## src/rtl/aclk_alarm_seq_if.sv

```systemverilog
// Signal bundle between the alarm clock core (time, ticks, buttons) and the alarm sequencer.
// The master side drives time, ticks and buttons; the slave side returns the sound/status outputs.
interface aclk_alarm_seq_if;
    logic       one_second;
    logic       one_minute;
    logic [3:0] current_time_ms_hr;
    logic [3:0] current_time_ls_hr;
    logic [3:0] current_time_ms_min;
    logic [3:0] current_time_ls_min;
    logic [3:0] alarm_time_ms_hr;
    logic [3:0] alarm_time_ls_hr;
    logic [3:0] alarm_time_ms_min;
    logic [3:0] alarm_time_ls_min;
    logic       alarm_arm;
    logic       snooze_button;
    logic       stop_button;
    logic       alarm_sound;
    logic       ringing;
    logic       snoozing;
    logic [2:0] snooze_count;

    modport master (
        output one_second, one_minute,
        output current_time_ms_hr, current_time_ls_hr, current_time_ms_min, current_time_ls_min,
        output alarm_time_ms_hr, alarm_time_ls_hr, alarm_time_ms_min, alarm_time_ls_min,
        output alarm_arm, snooze_button, stop_button,
        input  alarm_sound, ringing, snoozing, snooze_count
    );

    modport slave (
        input  one_second, one_minute,
        input  current_time_ms_hr, current_time_ls_hr, current_time_ms_min, current_time_ls_min,
        input  alarm_time_ms_hr, alarm_time_ls_hr, alarm_time_ms_min, alarm_time_ls_min,
        input  alarm_arm, snooze_button, stop_button,
        output alarm_sound, ringing, snoozing, snooze_count
    );
endinterface

```

## src/rtl/aclk_alarm_seq.sv

```systemverilog
// Alarm sequencer: detects the alarm-time match and runs ring / snooze / stop with a ring timeout.
// Optional ACLK_ALARM_BEEP_EN: pulse the sound 1 s on / 1 s off instead of a steady tone.
module aclk_alarm_seq #(
    parameter int unsigned RING_TIMEOUT_SEC = 60,
    parameter int unsigned SNOOZE_MIN       = 5,
    parameter int unsigned MAX_SNOOZE       = 3
) (
    input  logic             clock,
    input  logic             reset,
    aclk_alarm_seq_if.slave  bus
);

    localparam logic [7:0] RING_TIMEOUT_V = 8'(RING_TIMEOUT_SEC);
    localparam logic [3:0] SNOOZE_MIN_V   = 4'(SNOOZE_MIN);
    localparam logic [2:0] MAX_SNOOZE_V   = 3'(MAX_SNOOZE);

    typedef enum logic [1:0] {
        ST_IDLE    = 2'd0,
        ST_RINGING = 2'd1,
        ST_SNOOZE  = 2'd2
    } state_t;

    function automatic logic bcd_time_equal(
        input logic [3:0] a_mh, input logic [3:0] a_lh, input logic [3:0] a_mm, input logic [3:0] a_lm,
        input logic [3:0] b_mh, input logic [3:0] b_lh, input logic [3:0] b_mm, input logic [3:0] b_lm
    );
        return (a_mh == b_mh) && (a_lh == b_lh) && (a_mm == b_mm) && (a_lm == b_lm);
    endfunction

    state_t     state_r;
    state_t     state_next_s;
    logic       match_s;
    logic       match_q_r;
    logic       trigger_s;
    logic       snooze_prev_r;
    logic       stop_prev_r;
    logic       snooze_press_s;
    logic       stop_press_s;
    logic       can_snooze_s;
    logic [7:0] ring_timer_r;
    logic [7:0] ring_timer_next_s;
    logic [7:0] ring_timer_inc_s;
    logic [3:0] snooze_timer_r;
    logic [3:0] snooze_timer_next_s;
    logic [2:0] snooze_count_r;
    logic [2:0] snooze_count_next_s;
    logic       alarm_sound_r;
    logic       ringing_r;
    logic       snoozing_r;
`ifdef ACLK_ALARM_BEEP_EN
    logic       beep_phase_r;
    logic       beep_phase_next_s;
`endif

    assign match_s = bcd_time_equal(
        bus.current_time_ms_hr, bus.current_time_ls_hr, bus.current_time_ms_min, bus.current_time_ls_min,
        bus.alarm_time_ms_hr,   bus.alarm_time_ls_hr,   bus.alarm_time_ms_min,   bus.alarm_time_ls_min);

    assign trigger_s        = match_s & ~match_q_r & bus.alarm_arm;
    assign snooze_press_s   = bus.snooze_button & ~snooze_prev_r;
    assign stop_press_s     = bus.stop_button & ~stop_prev_r;
    assign can_snooze_s     = (snooze_count_r < MAX_SNOOZE_V);
    assign ring_timer_inc_s = ring_timer_r + 8'd1;

    // Next-state and timer/counter update; priority: disarm, stop, snooze, tick.
    always_comb begin
        state_next_s        = state_r;
        ring_timer_next_s   = ring_timer_r;
        snooze_timer_next_s = snooze_timer_r;
        snooze_count_next_s = snooze_count_r;
`ifdef ACLK_ALARM_BEEP_EN
        beep_phase_next_s   = beep_phase_r;
`endif
        case (state_r)
            ST_IDLE: begin
                if (trigger_s) begin
                    state_next_s        = ST_RINGING;
                    ring_timer_next_s   = 8'd0;
                    snooze_count_next_s = 3'd0;
`ifdef ACLK_ALARM_BEEP_EN
                    beep_phase_next_s   = 1'b1;
`endif
                end else begin
                    state_next_s        = ST_IDLE;
                end
            end
            ST_RINGING: begin
                if (!bus.alarm_arm || stop_press_s) begin
                    state_next_s        = ST_IDLE;
                    snooze_count_next_s = 3'd0;
                end else if (snooze_press_s && can_snooze_s) begin
                    state_next_s        = ST_SNOOZE;
                    snooze_count_next_s = snooze_count_r + 3'd1;
                    snooze_timer_next_s = SNOOZE_MIN_V;
                end else if (bus.one_second) begin
                    if (ring_timer_inc_s == RING_TIMEOUT_V) begin
                        if (can_snooze_s) begin
                            state_next_s        = ST_SNOOZE;
                            snooze_count_next_s = snooze_count_r + 3'd1;
                            snooze_timer_next_s = SNOOZE_MIN_V;
                        end else begin
                            state_next_s        = ST_IDLE;
                            snooze_count_next_s = 3'd0;
                        end
                    end else begin
                        ring_timer_next_s = ring_timer_inc_s;
`ifdef ACLK_ALARM_BEEP_EN
                        beep_phase_next_s = ~beep_phase_r;
`endif
                    end
                end else begin
                    state_next_s = ST_RINGING;
                end
            end
            ST_SNOOZE: begin
                if (!bus.alarm_arm || stop_press_s) begin
                    state_next_s        = ST_IDLE;
                    snooze_count_next_s = 3'd0;
                end else if (bus.one_minute) begin
                    if (snooze_timer_r == 4'd1) begin
                        state_next_s      = ST_RINGING;
                        ring_timer_next_s = 8'd0;
`ifdef ACLK_ALARM_BEEP_EN
                        beep_phase_next_s = 1'b1;
`endif
                    end else begin
                        snooze_timer_next_s = snooze_timer_r - 4'd1;
                    end
                end else begin
                    state_next_s = ST_SNOOZE;
                end
            end
            default: begin
                state_next_s        = ST_IDLE;
                snooze_count_next_s = 3'd0;
            end
        endcase
    end

    // State, timers, edge-detect history and registered outputs.
    always_ff @(posedge clock) begin
        if (reset) begin
            state_r        <= ST_IDLE;
            match_q_r      <= 1'b0;
            snooze_prev_r  <= 1'b1;
            stop_prev_r    <= 1'b1;
            ring_timer_r   <= 8'd0;
            snooze_timer_r <= 4'd0;
            snooze_count_r <= 3'd0;
            alarm_sound_r  <= 1'b0;
            ringing_r      <= 1'b0;
            snoozing_r     <= 1'b0;
        end else begin
            state_r        <= state_next_s;
            match_q_r      <= match_s;
            snooze_prev_r  <= bus.snooze_button;
            stop_prev_r    <= bus.stop_button;
            ring_timer_r   <= ring_timer_next_s;
            snooze_timer_r <= snooze_timer_next_s;
            snooze_count_r <= snooze_count_next_s;
            ringing_r      <= (state_next_s == ST_RINGING);
            snoozing_r     <= (state_next_s == ST_SNOOZE);
`ifdef ACLK_ALARM_BEEP_EN
            alarm_sound_r  <= (state_next_s == ST_RINGING) & beep_phase_next_s;
`else
            alarm_sound_r  <= (state_next_s == ST_RINGING);
`endif
        end
    end

`ifdef ACLK_ALARM_BEEP_EN
    // Beep phase starts high on each ring entry and flips on every second of ringing.
    always_ff @(posedge clock) begin
        if (reset) begin
            beep_phase_r <= 1'b0;
        end else begin
            beep_phase_r <= beep_phase_next_s;
        end
    end
`endif

    assign bus.alarm_sound  = alarm_sound_r;
    assign bus.ringing      = ringing_r;
    assign bus.snoozing     = snoozing_r;
    assign bus.snooze_count = snooze_count_r;

endmodule

```

## src/flat_wrapper.sv

```systemverilog
// flat-port wrapper written by rule: the top's interface ports become plain ports
module aclk_alarm_seq_flat 
#(
    parameter int unsigned RING_TIMEOUT_SEC = 60,
    parameter int unsigned SNOOZE_MIN       = 5,
    parameter int unsigned MAX_SNOOZE       = 3
)
  (clock, reset, bus_one_second, bus_one_minute, bus_current_time_ms_hr, bus_current_time_ls_hr, bus_current_time_ms_min, bus_current_time_ls_min, bus_alarm_time_ms_hr, bus_alarm_time_ls_hr, bus_alarm_time_ms_min, bus_alarm_time_ls_min, bus_alarm_arm, bus_snooze_button, bus_stop_button, bus_alarm_sound, bus_ringing, bus_snoozing, bus_snooze_count);
  aclk_alarm_seq_if bus_i ();
  input  logic clock;
  input  logic reset;
  input wire logic [$bits(bus_i.one_second)-1:0] bus_one_second;
  input wire logic [$bits(bus_i.one_minute)-1:0] bus_one_minute;
  input wire logic [$bits(bus_i.current_time_ms_hr)-1:0] bus_current_time_ms_hr;
  input wire logic [$bits(bus_i.current_time_ls_hr)-1:0] bus_current_time_ls_hr;
  input wire logic [$bits(bus_i.current_time_ms_min)-1:0] bus_current_time_ms_min;
  input wire logic [$bits(bus_i.current_time_ls_min)-1:0] bus_current_time_ls_min;
  input wire logic [$bits(bus_i.alarm_time_ms_hr)-1:0] bus_alarm_time_ms_hr;
  input wire logic [$bits(bus_i.alarm_time_ls_hr)-1:0] bus_alarm_time_ls_hr;
  input wire logic [$bits(bus_i.alarm_time_ms_min)-1:0] bus_alarm_time_ms_min;
  input wire logic [$bits(bus_i.alarm_time_ls_min)-1:0] bus_alarm_time_ls_min;
  input wire logic [$bits(bus_i.alarm_arm)-1:0] bus_alarm_arm;
  input wire logic [$bits(bus_i.snooze_button)-1:0] bus_snooze_button;
  input wire logic [$bits(bus_i.stop_button)-1:0] bus_stop_button;
  output wire logic [$bits(bus_i.alarm_sound)-1:0] bus_alarm_sound;
  output wire logic [$bits(bus_i.ringing)-1:0] bus_ringing;
  output wire logic [$bits(bus_i.snoozing)-1:0] bus_snoozing;
  output wire logic [$bits(bus_i.snooze_count)-1:0] bus_snooze_count;
  assign bus_i.one_second = bus_one_second;
  assign bus_i.one_minute = bus_one_minute;
  assign bus_i.current_time_ms_hr = bus_current_time_ms_hr;
  assign bus_i.current_time_ls_hr = bus_current_time_ls_hr;
  assign bus_i.current_time_ms_min = bus_current_time_ms_min;
  assign bus_i.current_time_ls_min = bus_current_time_ls_min;
  assign bus_i.alarm_time_ms_hr = bus_alarm_time_ms_hr;
  assign bus_i.alarm_time_ls_hr = bus_alarm_time_ls_hr;
  assign bus_i.alarm_time_ms_min = bus_alarm_time_ms_min;
  assign bus_i.alarm_time_ls_min = bus_alarm_time_ls_min;
  assign bus_i.alarm_arm = bus_alarm_arm;
  assign bus_i.snooze_button = bus_snooze_button;
  assign bus_i.stop_button = bus_stop_button;
  assign bus_alarm_sound = bus_i.alarm_sound;
  assign bus_ringing = bus_i.ringing;
  assign bus_snoozing = bus_i.snoozing;
  assign bus_snooze_count = bus_i.snooze_count;
  aclk_alarm_seq #(.RING_TIMEOUT_SEC(RING_TIMEOUT_SEC), .SNOOZE_MIN(SNOOZE_MIN), .MAX_SNOOZE(MAX_SNOOZE)) u_core (.clock(clock), .reset(reset), .bus(bus_i));
endmodule
```

## config.mk

```make
export PLATFORM = sky130hd
export DESIGN_NAME = aclk_alarm_seq_flat
export DESIGN_NICKNAME = d
export VERILOG_FILES = /design/src/rtl/aclk_alarm_seq_if.sv /design/src/rtl/aclk_alarm_seq.sv /design/src/flat_wrapper.sv
export SDC_FILE = /design/constraint.sdc
export NUM_CORES = 1
export LEC_CHECK = 0
export CORE_ASPECT_RATIO = 1.5
export CORE_MARGIN = 1.5
export CORE_UTILIZATION = 35
export DETAILED_ROUTE_END_ITERATION = 8
export SLEW_MARGIN = 10
export SYNTH_ARGS = -nofsm -noshare
export SYNTH_HDL_FRONTEND = slang
export SYNTH_SLANG_ARGS = --single-unit
export TNS_END_PERCENT = 1
```

## constraint.sdc

```tcl
create_clock -name clock -period 2.7 [get_ports clock]
set_input_delay 0.27 -clock clock [delete_from_list [all_inputs] [get_ports clock]]
set_output_delay 0.27 -clock clock [all_outputs]
set_load 0.01 [all_outputs]
```

# Word-level counts from Yosys, hierarchy flattened
# Cells that the tools add are included.
[word_totals]
ff_bits = 22
input_bits = 39
out_inout_bits = 6
elab_cells = 93
[op_classes]
n_addsub = 3
n_lt_le_gt_ge = 1
n_eq_ne = 25
mux = 36
bitwise_logic = 7
n_reduce_logical = 12
[op_table]
columns = ["operator", "count"]
rows = [
  ["2-to-1 mux 8 bit", 8],
  ["2-to-1 mux 4 bit", 8],
  ["case mux 8 bit (3 select lines)", 1],
  ["2-to-1 mux 3 bit", 7],
  ["== test 4 bit", 4],
  ["2-to-1 mux 2 bit", 8],
  ["!= test 2 bit (second input constant)", 7],
  ["case mux 3 bit (3 select lines)", 1],
  ["AND reduction 9 bit", 1],
  ["adder 8 x 1 -> 8 bit (second input constant)", 1],
  ["== test 8 x 6 -> 1 bit (second input constant)", 1],
  ["case mux 4 bit (2 select lines)", 1],
  ["AND reduction 8 bit", 1],
  ["!= test 2 x 1 -> 1 bit (second input constant)", 3],
  ["!= test 3 x 1 -> 1 bit (second input constant)", 2],
  ["case mux 2 bit (3 select lines)", 1],
  ["bitwise AND 1 bit", 4],
  ["== test 2 x 1 -> 1 bit (second input constant)", 2],
  ["== test 2 bit (second input constant)", 2],
  ["== test 4 x 1 -> 1 bit (second input constant)", 1],
  ["logical AND 1 bit", 4],
  ["!= test 4 x 1 -> 1 bit (second input constant)", 1],
  ["!= test 4 x 2 -> 1 bit (second input constant)", 1],
  ["AND reduction 4 bit", 1],
  ["other kinds (11)", 13],
]

# Longest topological paths before layout
# Gate-level depths: netlist of the first run.
[logic_depth]
depth_word = 9
mapped_depth = 9
mapped_depth_nobuf = 7

# Worst setup path before layout of the first run
# Ideal clock, no wire load.
[synth_path]
path_kind = "register to register"
start = "register u_core.ring_timer_r[0]"
end = "register u_core.snooze_count_r[2] (netlist: u_core.bus.snooze_count[2])"
setup_time_ns = 0.070
arrival_time_ns = 2.351
required_time_ns = 2.630
path_slack_ns = 0.279
path_stages_with_launch = 7
n_path_buf = 0
synth_period_minus_slack_ns = 2.421
path_cell_list = "dfxtp_1 -> ha_1 -> a311o_1 -> or4_1 -> a311o_1 -> or4b_1 -> a21oi_1"
[synth_via]
elab_chain_cells = 4
[synth_rtl]
columns = ["item", "line_no", "source"]
rows = [
  ["start: declaration", "aclk_alarm_seq.sv:40", "logic [7:0] ring_timer_r;"],
  ["start signal: assignment", "aclk_alarm_seq.sv:158", "ring_timer_r <= ring_timer_next_s;"],
  ["adder 8 x 1 -> 8 bit", "aclk_alarm_seq.sv:63", "assign ring_timer_inc_s = ring_timer_r + 8'd1;"],
  ["== test 8 x 6 -> 1 bit", "aclk_alarm_seq.sv:96", "if (ring_timer_inc_s == RING_TIMEOUT_V) begin"],
  ["!= test 4 x 1 -> 1 bit (no line)", "--", ""],
  ["AND reduction 4 bit (no line)", "--", ""],
  ["end signal: assignment", "aclk_alarm_seq.sv:160", "snooze_count_r <= snooze_count_next_s;"],
  ["end: declaration", "aclk_alarm_seq.sv:45", "logic [2:0] snooze_count_r;"],
]
# No other way between the ends.
# A chain may end at the register's enable or synchronous reset.

# Final worst setup path of the first run
[layout_path]
start = "register u_core.ring_timer_r[0]"
end = "register u_core.snooze_count_r[1] (netlist: u_core.bus.snooze_count[1])"
# The elaborated chain is that of the path after synthesis.

==> out/results.ini, run 1 <==
[global_routing]
grt_pass1_wl_mm=7.61
antenna_found_initial=0
grt_usage=0.191
grt_max_degree=16
overflow=0
grt_pass1_vias=1734

[logic_synthesis]
synth_edf_count=0
async_flop_share=0
netlist_instances=201
synth_cell_type_count=49
synth_top_area_frac=0.264
syn_area_per_cell_um2=8.29
yosys_warnings=0
yosysSeqAreaShare=0.264
syn-num-nets=248
synth_area_leaders=dfxtp_1 (26%), xnor2_1 (8.4%), o41ai_1 (7.4%)
ys_ff_latch=22
synth_area_mm2=0.00167
yosysTopAreaCell=dfxtp_1
ys.flop_type=dfxtp_1

[clock_tree]
clk_pin_slew_ns=0.09
numCtsBuffers=3
cts_tree=yes
clk_path_buf_depth=2
cts_sinks=22
clkLatencyLatePin_ns=0.27
hold_buffers=0
clockRootBuffer=clkbuf_8
htreeDepth=1

[detailed_routing]
drt_iter0_drc=40
ant_nets=0
firstDrtPassIters=4
post-route-drc-count=0
wl_mm=4.82
viasPerCell=5.58
vias=1735
wl_per_cell_um=15.5

[pwr]
total_power_uw=683
swShare=0.224
pwr-share-comb=0.165
ir_drop_mv=0.204
intPower_uw=529
seqPwrFrac=0.477
p_clk_frac=0.358
switchingPower_uw=153
p_leak_uw=0.000766
power.density_mw_per_mm2=303

[placed_design]
dp.final_hpwl_mm=3.76
place_area_mm2=0.00219
gp_congestion=0.831
io_buffers=44

[critical_path]
path_delay_family=compound AO/OA/AOI/OAI gates
arrival_ns=2.73
start_kind=flop
crit_type=reg2reg
cpMaxStageDelayCell=or4b_1
cp_common_cell=a311o_1
worstReg2RegStart=u_core.ring_timer_r[0]
max_stage_delay_ns=0.51
critPathMaxFanout=7
crit_path_start=u_core.ring_timer_r[0]
worst_ep_required_time_ns=2.90
critPathBufInv=0
crit_path_cell_trace=ha_2 -> a311o_1 -> or4_1 -> a311o_1 -> or4b_1 -> a21oi_1
end_kind=flop

[cells_and_area]
final_common_cell=clkdlybuf4s50_1
layout-drive-gt1-share=0.0810
postLayoutCoreUtil=0.496
areaGrowthSynthToFinish_pct=35.1
final_cell_mix=clkdlybuf4s50_1 (44), dfxtp_1 (22), xnor2_1 (16), o41ai_1 (14), inv_1 (13)
postLayoutCellArea_mm2=0.00225
antenna_cells=0
finalNetCount=295

[floorplan]
initial_utilization=0.367
die_y_um=87.5
row_count=30
die_w_um=59.3
die_area_mm2=0.00519
io_pins=45
core-area_mm2=0.00454

[sta]
hold_slack_ns=0.509
slew_headroom=0.631
rsz0062_at_grt=no
finalSetupViolations=0
fin_crit_sh=0.937
layout_min_cycle_time_ns=2.53
worst_pin_slew_ns=0.549
finalHoldViolations=0
skew_ns=0.0102
finalMaxSlewViolations=0
max_clock_freq_mhz=395
final.setup.tns_ns=0

[status]
status=completed

[min_path]
holdCritStartpoint=u_core.bus.snooze_count[2]
hold_class=reg2reg

[run]
cap_violations=0

==> sequential cells by signal, indices dropped and copies added, names as in the netlist <==
register / flops
u_core.bus.alarm_sound: 1
u_core.bus.snooze_count: 3
u_core.bus.snoozing: 1
u_core.match_q_r: 1
u_core.ring_timer_r: 8
u_core.snooze_prev_r: 1
u_core.snooze_timer_r: 4
u_core.state_r: 2
u_core.stop_prev_r: 1
==> logic make-up after synthesis <==
group           synth area share
xor+xnor                  0.0841
fa+ha+maj                 0.0601
compound gates             0.265
simple gates               0.270
buf+inv                   0.0563
flops                      0.264
==> power by group through the flow <==
stage / logic (uW) / registers [uW] / clock network, uW
after global routing: 121 / 326 / 272
after global placement: 112 / 334 / 0
final: 113 / 326 / 244
after detailed placement: 112 / 334 / 0
after floorplan: 40.0 / 334 / 0
after CTS: 113 / 326 / 256
==> timing repair <==
| action | 4_1_cts | 5_1_grt |
|---|---|---|
| buffers inserted | 0 | 0 |
| gates resized for setup | 0 | 1 |
| endpoints found under the setup margin | 0 | 2 |
==> synth_stat cells, types with 2 or more instances <==
master and n:
nor4_1 2, or2_2 4, clkbuf_1 7, nor2b_1 7, xnor2_1 16, nand2b_1 4, inv_1 13, a211o_1 2
nand2_1 9, ha_1 8, a311o_1 3, nor2_1 7, nand3_1 8, o21ai_0 6, a211oi_1 3, o41ai_1 14
nand4_1 8, and3_1 5, or4_1 3, or4b_1 2, dfxtp_1 22, a31oi_1 5, o31ai_1 4, and2_1 5
a21oi_1 9, a21boi_0 2
==> per-stage QoR <==
stage | worst slack [ns] | cells
2_1_floorplan | 0.279 | 201
3_3_place_gp | 0.181 | 307
3_5_place_dp | 0.145 | 307
4_1_cts | 0.120 | 311
5_1_grt | 0.00854 | 311
6_report | 0.169 | 311
==> layout make-up <==
class	instances	area, um2
Fill cell	460	2290
Clock buffer	4	55.1
Inverter	13	48.8
Multi-Input combinational cell	157	1130
Tap cell	64	80.1
Sequential cell	22	440
Timing Repair Buffer	51	493
==> path summary, 6_finish.rpt <==
| path | depth (start not counted) | end | slack [ns] |
|---|---|---|---|
| min reg2reg | 2 | u_core.bus.snooze_count[2] | 0.51 |
| max reg2reg | 6 | u_core.bus.snooze_count[1] | 0.17 |
| max | 6 | u_core.bus.snooze_count[1] | 0.17 |
| min | 2 | u_core.bus.snooze_count[2] | 0.51 |
==> tightest hold or removal path, delay by kind of cell (launching register included) <==
family          cells  cell delay (ns)
flops               1             0.34
compound gates      2             0.14
==> per-layer routing <==
metal  vias to the layer above  part of all wire  wire length [um]  global-route usage
li1                        859                 -                 -                   -
met1                       804              0.40              1930               0.199
met2                        59              0.50              2400               0.350
met3                        13             0.067               323              0.0297
met4                         0             0.034               163               0.110
met5                         -                 0                 0                   0
(Power assumes the default switching activity.)
==> run 2, diff against run 1 <==
--- a/config.mk
+++ b/config.mk
@@ -6,7 +6,6 @@
 export NUM_CORES = 1
 export LEC_CHECK = 0
 export CORE_ASPECT_RATIO = 1.5
-export CORE_MARGIN = 1.5
 export CORE_UTILIZATION = 35
 export DETAILED_ROUTE_END_ITERATION = 8
 export SLEW_MARGIN = 10
==> run 2 against run 1 <==
  * Worst setup slack lost 0.063 ns
  * Wire length shrank 0.87%
  * Via count is 0.52% lower
  * Final cell count stayed put
  * Sequential share of layout area hardly changed
  * Final area shrank 0.11%
  * Register-to-register slack got worse by 0.06 ns
  * Highest routed layer unchanged
  * Critical path depth stayed put
  * Clock-buffer cell count is the same
  * Sequential power hardly changed
  * Sequential cell count unchanged
==> out/results.ini, run 2 (synthesis gave the netlist of run 1 again) <==
[status]
status=completed

[critical_path]
crit_path_cell_trace=ha_1 -> a311o_1 -> or4_1 -> a311o_1 -> or4b_1 -> a21oi_1
reg2reg_to=u_core.bus.snooze_count[1]
cpMaxStageDelayCell=or4b_1
path_delay_family=compound AO/OA/AOI/OAI gates
critPathBufInv=0  ; unchanged
worstReg2RegStart=u_core.ring_timer_r[0]
critPathMaxFanout=7  ; unchanged
r2r_slack_ns=0.11  ; -0.06 ns
start_kind=flop
end_kind=flop
worst_r2r_path_depth=6  ; unchanged
cp_common_cell=a311o_1
max_stage_delay_ns=0.52  ; about the same
arrival_ns=2.79  ; +0.06 ns
worst_ep_required_time_ns=2.90  ; about the same
crit_path_start=u_core.ring_timer_r[0]
crit_type=reg2reg

[clock_tree]
htreeDepth=1  ; unchanged
cts.repair.resized=0  ; unchanged
clk_pin_slew_ns=0.09  ; about the same
clk_path_buf_depth=2  ; unchanged
hold_buffers=0  ; unchanged
clkLatencyLatePin_ns=0.26  ; about the same
numCtsBuffers=3  ; unchanged
cts_tree=yes
clockRootBuffer=clkbuf_8
cts_sinks=22  ; unchanged
postCtsSetupBuffers=0  ; unchanged

[min_path]
worst_hold_path.endpoint=u_core.bus.snooze_count[2]
hold_class=reg2reg
hold_path_depth=2  ; unchanged
holdCritStartpoint=u_core.bus.snooze_count[2]

[sta]
max_clock_freq_mhz=386  ; -2.4%
fin_crit_sh=0.961  ; +0.0233
worst_pin_slew_ns=0.524  ; -0.0243 ns
finalMaxSlewViolations=0  ; unchanged
rsz0062_at_grt=no
slew_headroom=0.647  ; +0.0163
layout_min_cycle_time_ns=2.59  ; +0.0629 ns
hold_slack_ns=0.509  ; +0.000520 ns
finalSetupViolations=0  ; unchanged
worst_slack_ns=0.107  ; -0.0629 ns
finalHoldViolations=0  ; unchanged
skew_ns=0.00419  ; -0.00600 ns
final.setup.tns_ns=0  ; unchanged

[floorplan]
die_area_mm2=0.00505  ; -2.8%
io_pins=45  ; unchanged
core-area_mm2=0.00454  ; unchanged
row_count=30  ; unchanged
initial_utilization=0.367  ; unchanged
die_w_um=58.3  ; -1.7%
die_y_um=86.5  ; -1.1%

[placed_design]
dp.final_hpwl_mm=3.69  ; -1.8%
pre_cts_slack_ns=0.141  ; -0.00330 ns
gp_congestion=0.898  ; +8.0%
io_buffers=44  ; unchanged

[cells_and_area]
final_common_cell=clkdlybuf4s50_1
largest_reg_flops=8  ; unchanged
largest-register=u_core.ring_timer_r
areaGrowthSynthToFinish_pct=35.0
postLayoutCoreUtil=0.495  ; -0.000551
antenna_cells=0  ; unchanged
finalNetCount=295  ; unchanged
layout-drive-gt1-share=0.0769  ; -0.00405
final_cell_mix=clkdlybuf4s50_1 (44), dfxtp_1 (22), xnor2_1 (16), o41ai_1 (14), inv_1 (13)

[pwr]
power.density_mw_per_mm2=303  ; -0.12%
p_leak_uw=0.000769  ; +0.41%
ir_drop_mv=0.194  ; -5.1%
total_power_uw=681  ; -0.23%

[global_routing]
antenna_found_initial=0  ; unchanged
overflow=0  ; unchanged
grt_usage=0.189  ; -0.00251
grt_pass1_vias=1622  ; -6.5%
grt_max_degree=19  ; +3
grt_pass1_wl_mm=7.41  ; -2.6%

[detailed_routing]
ant_nets=0  ; unchanged
post-route-drc-count=0  ; unchanged
firstDrtPassIters=5  ; +1
wl_per_cell_um=15.4  ; -0.87%
wl_mm=4.77  ; -0.87%
viasPerCell=5.55  ; -0.52%
vias=1726  ; -0.52%
drt_iter0_drc=49  ; +23%

[run]
cap_violations=0  ; unchanged

-- run 2: cell types whose count changed in the layout (fill, tap and decap cells not counted) --
cell,previous run,this run
ha_1,7,8
ha_2,1,0
-- run 2: layer usage --
layer | up-vias | wire length (um) | GRT usage
li1 | 864 | - | -
met1 | 796 | 1950 | 0.204
met2 | 58 | 2430 | 0.351
met3 | 8 | 309 | 0.0403
met4 | 0 | 82 | 0.0693
met5 | - | 0 | 0
-- run 2: tightest hold or removal path, stage by stage, from the launching register on --
cell and delay, ns:
dfxtp_1 0.34, o21ai_0 0.07, a21oi_1 0.06
-- run 2: cell type report --
class	instances	area, um2
Clock buffer	4	55.1
Fill cell	460	2290
Inverter	13	48.8
Multi-Input combinational cell	157	1130
Sequential cell	22	440
Tap cell	64	80.1
Timing Repair Buffer	51	493
-- run 2: report_power, final --
part,internal [uW],switching [uW],leakage (uW)
Clock,130,113,0.0000288
Combinational,73.5,38.9,0.000563
Sequential,326,0.327,0.000178
-- run 2: worst max-delay path by stage --
| stage | end | slack, ns | cells after the start |
|---|---|---|---|
| finish | u_core.bus.snooze_count[1] | 0.11 | 6 |
| global route | u_core.bus.snooze_count[1] | 0.02 | 6 |
| CTS | u_core.bus.snooze_count[1] | 0.11 | 6 |
| detailed placement | u_core.bus.snooze_count[1] | 0.14 | 6 |
| global placement | u_core.bus.snooze_count[2] | 0.19 | 6 |
| floorplan | u_core.bus.snooze_count[2] | 0.28 | 6 |
-- run 2: metrics by stage --
step	area, um2	cells
2_1_floorplan	1670	201
3_3_place_gp	2190	307
3_5_place_dp	2190	307
4_1_cts	2250	311
5_1_grt	2250	311
6_report	2250	311
==> run 3, diff against run 2 <==
==> constraint.sdc (replaced) <==
create_clock -name clock -period 2.6 [get_ports clock]
set_input_delay 0.26 -clock clock [delete_from_list [all_inputs] [get_ports clock]]
set_output_delay 0.26 -clock clock [all_outputs]
set_load 0.01 [all_outputs]
==> run 3 against run 2 <==
  * Worst setup slack better by 0.060 ns
  * Critical path depth stayed put
  * Global-route usage is 0.98 points higher
  * Die area stayed put
  * Sequential cell count stayed put
  * Final area is 1.5% higher
  * Critical path type unchanged
  * Largest power group unchanged
==> out/results.ini, run 3 (synthesis gave the netlist of run 1 again) <==
[status]
status=completed

[cells_and_area]
finalNetCount=299  ; +1.4%
antenna_cells=0  ; unchanged
postLayoutCellArea_mm2=0.00228  ; +1.5%
final.fill_count=454  ; -1.3%
areaGrowthSynthToFinish_pct=37.0
largest_reg_flops=8  ; unchanged
layout-drive-gt1-share=0.0996  ; +0.0227
largest-register=u_core.ring_timer_r
final_common_cell=clkdlybuf4s50_1
final_cell_mix=clkdlybuf4s50_1 (44), dfxtp_1 (21), xnor2_1 (16), o41ai_1 (14), inv_1 (13)

[clock_tree]
clk_path_buf_depth=2  ; unchanged
clockRootBuffer=clkbuf_8
cts_sinks=22  ; unchanged
clkLatencyLatePin_ns=0.27  ; about the same
clk_pin_slew_ns=0.09  ; about the same
postCtsSetupBuffers=0  ; unchanged
htreeDepth=1  ; unchanged
cts_tree=yes
hold_buffers=0  ; unchanged
numCtsBuffers=3  ; unchanged

[global_routing]
antenna_found_initial=0  ; unchanged
grt_max_degree=19  ; unchanged
overflow=0  ; unchanged
grt_pass1_vias=1721  ; +6.1%
grt_pass1_wl_mm=7.76  ; +4.7%
grt_usage=0.199  ; +0.00977

[critical_path]
critPathBufInv=0  ; unchanged
start_kind=flop
crit_type=reg2reg
end_kind=flop
r2r_slack_ns=0.17  ; +0.06 ns
cpMaxStageDelayCell=or4b_1
path_delay_family=simple AND/OR/NAND/NOR gates
cp_common_cell=a311o_1
arrival_ns=2.64  ; -0.15 ns
crit_path_cell_trace=ha_2 -> a311o_1 -> or4_1 -> a311o_1 -> or4b_1 -> a21oi_1
critPathMaxFanout=7  ; unchanged
worst_ep_required_time_ns=2.81  ; -0.09 ns
max_stage_delay_ns=0.52  ; about the same

[floorplan]
die_w_um=58.3  ; unchanged
io_pins=45  ; unchanged
die_area_mm2=0.00505  ; unchanged
row_count=30  ; unchanged
initial_utilization=0.367  ; unchanged
core-area_mm2=0.00454  ; unchanged
die_y_um=86.5  ; unchanged

[sta]
finalMaxSlewViolations=0  ; unchanged
layout_min_cycle_time_ns=2.43  ; -0.160 ns
fin_crit_sh=0.936  ; -0.0246
final.setup.tns_ns=0  ; unchanged
worst_pin_slew_ns=0.489  ; -0.0358 ns
finalHoldViolations=0  ; unchanged
rsz0062_at_grt=no
slew_headroom=0.671  ; +0.0241
hold_slack_ns=0.501  ; -0.00762 ns
max_clock_freq_mhz=411  ; +6.6%
finalSetupViolations=0  ; unchanged
skew_ns=0.00625  ; +0.00206 ns

[placed_design]
place_area_mm2=0.00222  ; +1.4%
dp.final_hpwl_mm=3.74  ; +1.5%
io_buffers=44  ; unchanged
gp_congestion=0.875  ; -2.6%

[detailed_routing]
ant_nets=0  ; unchanged
viasPerCell=5.55  ; about the same
wl_per_cell_um=15.4  ; +0.20%
drt_iter0_drc=65  ; +33%
post-route-drc-count=0  ; unchanged
wl_mm=4.85  ; +1.5%
vias=1749  ; +1.3%
firstDrtPassIters=4  ; -1

[pwr]
switchingPower_uw=162  ; +7.0%
total_power_uw=713  ; +4.7%
pwr-share-comb=0.165  ; about the same
p_clk_frac=0.361  ; +0.005
intPower_uw=551  ; +4.1%
ir_drop_mv=0.170  ; -12%
power.density_mw_per_mm2=312  ; +3.2%
seqPwrFrac=0.475  ; -0.004
swShare=0.228  ; +0.00482
p_leak_uw=0.000786  ; +2.2%

[min_path]
hold_class=reg2reg

[run]
cap_violations=0  ; unchanged

==> run 3: path summary, 6_finish.rpt <==
path | startpoint | end | cells past startpoint
setup / recovery | u_core.ring_timer_r[0] | u_core.bus.snooze_count[2] | 6
hold / removal | u_core.ring_timer_r[0] | u_core.ring_timer_r[0] | 1
setup reg to reg | u_core.ring_timer_r[0] | u_core.bus.snooze_count[2] | 6
hold reg to reg | u_core.ring_timer_r[0] | u_core.ring_timer_r[0] | 1
==> run 3: worst register-to-register path, stage by stage, from the launching register on <==
cell     delay [ns]
dfxtp_2        0.36
ha_2           0.21
a311o_1        0.37
or4_1          0.40
a311o_1        0.37
or4b_1         0.52
a21oi_1        0.15
==> run 3: repair_timing <==
action	CTS	global route
hold endpoints to repair	0	0
gates resized for setup	0	2
endpoints found under the setup margin	0	2
==> run 3: area by class of cell <==
| type | instances | area, um2 | area share |
|---|---|---|---|
| Inverter | 13 | 48.8 | 0.0214 |
| Tap cell | 64 | 80.1 | 0.0351 |
| Timing Repair Buffer | 55 | 523 | 0.229 |
| Clock buffer | 4 | 55.1 | 0.0241 |
| Multi-Input combinational cell | 157 | 1130 | 0.497 |
| Sequential cell | 22 | 442 | 0.193 |
==> run 3: per-stage QoR <==
stage           util  cells  setup slack [ns]
6_report       0.503    315             0.167
3_3_place_gp   0.490    311             0.119
5_1_grt        0.503    315            0.0220
4_1_cts        0.502    315            0.0662
3_5_place_dp   0.490    311            0.0825
2_1_floorplan      -    201             0.179
==> run 3: metal layers <==
metal,vias up,global-route usage,wire [um]
li1,871,-,-
met1,793,0.199,1890
met2,72,0.374,2500
met3,13,0.0433,328
met4,0,0.0974,133
met5,-,0,0
==> run 3: power groups by stage <==
stage	clock, uW	sequential (uW)	combinational, uW
floorplan	0	346	41.5
finish	257	339	117
detailed placement	0	347	118
global placement	0	346	117
CTS	266	339	118
global route	282	339	125
